<file path="src/rtl/bus_timer_periph.sv">
// Memory-mapped reload timer, LED register and SysTick counter on the MEM-stage data bus.
// Optional 12-bit seven-segment register enabled by defining BUS_TIMER_DIGI_EN.
module bus_timer_periph #(
  parameter logic [31:0] BASE_ADDR = 32'h4000_0000,
  parameter int unsigned LED_W     = 8
) (
  input  logic             clk,
  input  logic             reset,
  input  logic [31:0]      addr,
  input  logic             Mem_rd,
  input  logic             Mem_wr,
  input  logic [31:0]      Write_data,
  output logic [31:0]      Read_data,
  output logic             irq,
  output logic [LED_W-1:0] leds,
  output logic [11:0]      digi
);

  localparam logic [31:0] ALL_ONES = 32'hFFFF_FFFF;

  logic             hit;
  logic [2:0]       off;
  logic             wr_en;
  logic             ovf;
  logic             unused_addr_bits;

  logic [31:0]      th_q, th_d;
  logic [31:0]      tl_q, tl_d;
  logic [2:0]       tcon_q, tcon_d;
  logic [LED_W-1:0] led_q, led_d;
  logic [31:0]      systick_q, systick_d;

  assign hit              = (addr[31:5] == BASE_ADDR[31:5]);
  assign off              = addr[4:2];
  assign wr_en            = Mem_wr && hit;
  assign ovf              = tcon_q[0] && (tl_q == ALL_ONES);
  assign unused_addr_bits = ^addr[1:0];

  // Hardware updates first; a CPU write to the same register then overrides them.
  always_comb begin
    th_d      = th_q;
    tl_d      = tl_q;
    tcon_d    = tcon_q;
    led_d     = led_q;
    systick_d = systick_q + 32'd1;
    if (tcon_q[0]) begin
      tl_d = ovf ? th_q : tl_q + 32'd1;
    end
    if (ovf && tcon_q[1]) begin
      tcon_d[2] = 1'b1;
    end
    if (wr_en) begin
      case (off)
        3'd0:    th_d      = Write_data;
        3'd1:    tl_d      = Write_data;
        3'd2:    tcon_d    = Write_data[2:0];
        3'd3:    led_d     = Write_data[LED_W-1:0];
        3'd5:    systick_d = Write_data;
        default: ;
      endcase
    end
  end

  always_ff @(posedge clk or negedge reset) begin
    if (!reset) begin
      th_q      <= '0;
      tl_q      <= '0;
      tcon_q    <= '0;
      led_q     <= '0;
      systick_q <= '0;
    end else begin
      th_q      <= th_d;
      tl_q      <= tl_d;
      tcon_q    <= tcon_d;
      led_q     <= led_d;
      systick_q <= systick_d;
    end
  end

`ifdef BUS_TIMER_DIGI_EN
  logic [11:0] digi_q, digi_d;

  always_comb begin
    digi_d = digi_q;
    if (wr_en && (off == 3'd4)) begin
      digi_d = Write_data[11:0];
    end
  end

  always_ff @(posedge clk or negedge reset) begin
    if (!reset) begin
      digi_q <= '0;
    end else begin
      digi_q <= digi_d;
    end
  end

  assign digi = digi_q;
`else
  assign digi = 12'h000;
`endif

  // Zero-latency load path; returns pre-write values when a store shares the cycle.
  always_comb begin
    Read_data = '0;
    if (Mem_rd && hit) begin
      case (off)
        3'd0:    Read_data = th_q;
        3'd1:    Read_data = tl_q;
        3'd2:    Read_data = {29'd0, tcon_q};
        3'd3:    Read_data = 32'(led_q);
`ifdef BUS_TIMER_DIGI_EN
        3'd4:    Read_data = {20'd0, digi_q};
`endif
        3'd5:    Read_data = systick_q;
        default: Read_data = '0;
      endcase
    end
  end

  assign irq  = tcon_q[2];
  assign leds = led_q;

endmodule
</file>
<file path="config.mk">
export PLATFORM = sky130hd
export DESIGN_NAME = bus_timer_periph
export DESIGN_NICKNAME = d
export VERILOG_FILES = /design/src/rtl/bus_timer_periph.sv
export SDC_FILE = /design/constraint.sdc
export NUM_CORES = 1
export LEC_CHECK = 0
export ABC_AREA = 1
export ABC_CLOCK_PERIOD_IN_PS = 1670
export BUFFER_PORTS_ARGS = -buffer_cell sky130_fd_sc_hd__buf_2
export CAP_MARGIN = 20
export CORE_AREA = 2 2 134 136
export CTS_CLUSTER_DIAMETER = 100
export DETAILED_ROUTE_END_ITERATION = 10
export DIE_AREA = 0 0 136 138
export GPL_ROUTABILITY_DRIVEN = 0
export GPL_TIMING_DRIVEN = 0
export MAX_ROUTING_LAYER = met4
export PLACE_DENSITY = 0.66
export SLEW_MARGIN = 10
export SYNTH_ARGS = -nofsm -noshare
export SYNTH_HDL_FRONTEND = slang
export SYNTH_SLANG_ARGS = --single-unit
</file>
<file path="constraint.sdc">
create_clock -name clk -period 1.67 [get_ports clk]
set_clock_uncertainty 0.1 [all_clocks]
set_input_delay 0.0835 -clock clk [delete_from_list [all_inputs] [get_ports clk]]
set_output_delay 0.0835 -clock clk [all_outputs]
set_load 0.1 [all_outputs]
</file>
==> results by group <==
Floorplan
  – Starting density of the core: 44.9%
  – # IOs: 121
  – Die H: 138 um
  – Row count: 49
  – Die X-Extent: 136 um
  – DIE AREA: 18800 um2
  – Core Region: 17500 um2

STA
  – Fin crit share: 115%
  – Setup ws final: -0.250 ns
  – Fin crit period: 1.92 ns
  – Final setup vio count: 71
  – RSZ-0062 raised after global routing: true
  – Maximum clock rate: 521 MHz
  – Max Slew Vio Count: 0
  – TNS Setup: -8.92 ns
  – Worst slew pin tran: 0.653 ns
  – Count of final hold-check violations: 0
  – Relative slew slack: 56.5%
  – Hold Slack: 0.0388 ns

Route
  – Vias per std cell: 5.52
  – Final WL: 32700 um
  – DRT antenna net count: 0
  – DR pass1 iterations: 8
  – DRC: 0
  – Routed vias: 9600
  – Wire per inst: 18.8 um
  – DR iter-0 viols: 1084

Worst setup path
  – Data arrival time of the critical path: 2.11 ns
  – Setup CP Type: reg2reg
  – Worst Path Required: 1.86 ns
  – Worst path most repeated cell: nand2_1
  – Critical path launch point type: flop
  – Buf+Inv Stages, Crit Path: 2
  – Top delay family on crit path: simple AND/OR/NAND/NOR gates
  – Crit Path Max Fanout: 6
  – Critical Path Max Stage Delay: 0.49 ns
  – CP max stage cell: dfrtp_1
  – CP Capture Type: flop
  – Cell chain of the critical path: nand2_1 > nor2_4 > nand2_4 > nor2_8 > nand3_4 > buf_8 > clkbuf_16 > nand2_1 > nand3_1 > a21oi_1

Clocking
  – Clk slew on worst S/H paths: 0.08 ns
  – CTS tree: done
  – Longest Clk Path Bufs: 2
  – Clock sink count: 107
  – Root buffer cell: clkbuf_16
  – Total CTS buffers: 9
  – Worst-skew pair later-pin latency: 0.37 ns
  – H-Tree Depth: 3

Global routing
  – All-layer global routing usage: 34.5%
  – Initial antenna violation count: 0
  – Largest net degree at the start of global routing: 78
  – Vias in the first global route: 8622
  – First-pass GRT wire length: 48200 um
  – Total gr overflow: 0

Synth
  – Syn Inst Count: 1284
  – Netlist Area Pre-Place: 7870 um2
  – Sequential share of the synthesized area: 34.0%
  – Syn avg cell area: 6.13 um2
  – Post-synth cell types: 36
  – Synth warn: 0
  – Synth Register Bits: 107

Pwr
  – Cell Pwr Density: 459 nW/um2
  – Pleak: 5.96 nW
  – Worst ir drop on vdd: 0.543 mV

Cells and area
  – Antenna Diode Count: 0
  – Nets: 1575
  – Commonest non-fill, non-tap cell in the layout: nand2_1
  – Finished Core Util: 67.7%
  – Most frequent cells in the layout: 423 x nand2_1, 153 x inv_1, 127 x nor2_1
  – Share of cells above drive strength 1: 29.7%
  – Post-route cell area: 11900 um2
  – Area grow syn2layout: 50.9%
  – Post-Layout Cell Count: 1739

Run status
  – Failing checks: negative setup slack
  – Outcome: finished, violations left

Run
  – Max-Cap Viols: 0

Min path
  – Hold Path Class: in2reg

Placed design
  – Dpl cells: 1631
  – I/O Buffers: 106
  – DP Area: 9320 um2
  – Post-DP HPWL: 22900 um
## timing repair
action	in CTS	in global routing
buffers inserted	22	32
endpoints found under the setup margin	86	129
hold buffers	34	0
gates cloned	3	1
endpoints found under the hold margin	197	0
gates resized for setup	240	170
pin swaps	24	69
## cell type report
class | count | area, um2
fill | 1483 | 5670
multi-input combinational | 958 | 5420
sequential | 107 | 2730
timing repair buffer | 199 | 2040
inverter | 168 | 634
buffer | 62 | 462
tap | 229 | 287
clock buffer | 12 | 256
clock inverter | 4 | 33.8
## kinds of logic after synthesis
kind of cell               count (synthesis)  share of synthesized area [%]
adders and majority gates                  2                          0.318
buffers and inverters                    230                           12.0
xor gates and xnor gates                  23                           2.56
and+or+nand+nor                          780                           41.2
AOI/OAI and AO/OA                        141                           9.82
DFF                                      107                           34.0
other                                      1                         0.0477
## worst paths after layout
path	slack, ns	end	cells past startpoint	start
max in group asynchronous	0.67	tl_q[14]$_DFF_PN0_	3	reset
max	-0.25	tl_q[2]$_DFF_PN0_	10	tl_q[7]$_DFF_PN0_
max reg2reg	-0.25	tl_q[2]$_DFF_PN0_	10	tl_q[7]$_DFF_PN0_
min in group asynchronous	0.05	leds[1]$_DFFE_PN0P_	2	reset
min reg2reg	0.39	th_q[2]$_DFFE_PN0P_	2	th_q[2]$_DFFE_PN0P_
min	0.04	systick_q[18]$_DFF_PN0_	5	Mem_wr
## layer usage
layer	wire, um	track usage, %	part of all wire (%)
met5	0	-	0
met4	1390	13.2	4.2
met3	3020	4.36	9.2
met2	15600	53.7	48
met1	12700	45.8	39
## through the flow
stage                     setup slack, ns  power [W]
final                              -0.250    0.00545
after global routing               -0.317    0.00556
after CTS                          -0.205    0.00540
after detailed placement           -0.582    0.00313
after global placement              -1.36    0.00312
after floorplan                    -0.109    0.00289
## state kept, by name (all words and copies together), names as in the netlist
name and flops:
systick_q 32, leds 8, th_q 32, tcon_q 3, tl_q 32
## cells in the mapped netlist (all sizes together)
cell type	count	share of area, %
a21oi	48	3.1
a221oi	4	0.45
a31oi	22	1.7
a41oi	1	0.11
buf	31	2.5
clkbuf	31	1.5
clkinv	3	0.14
conb	1	0.048
dfrtp	107	34
ha	2	0.32
inv	165	7.9
nand2	451	22
nand3	80	5.2
nand3b	12	1.1
nand4	38	3.0
nor2	183	9.2
nor3	14	0.89
nor3b	1	0.095
nor4	1	0.080
o21a	1	0.095
o21ai	55	3.5
o21bai	2	0.19
o221ai	1	0.11
o22ai	7	0.56
xnor2	6	0.67
xor2	17	1.9
## tightest hold or removal path: stages
cell,delay (ns)
buf_2,0.14
nand3_1,0.11
nand2_1,0.06
nand2_1,0.05
inv_1,0.03
## power breakdown
group / switching [W] / leakage [nW] / internal (W) / total, W
clock: 0.00112 / 0.145 / 0.00112 / 0.00224
sequential: 0.00000000695 / 1.24 / 0.00259 / 0.00259
combinational: 0.000415 / 4.57 / 0.000208 / 0.000623
total: 0.00154 / 5.96 / 0.00391 / 0.00545
Power figures use the tool's default switching activity.
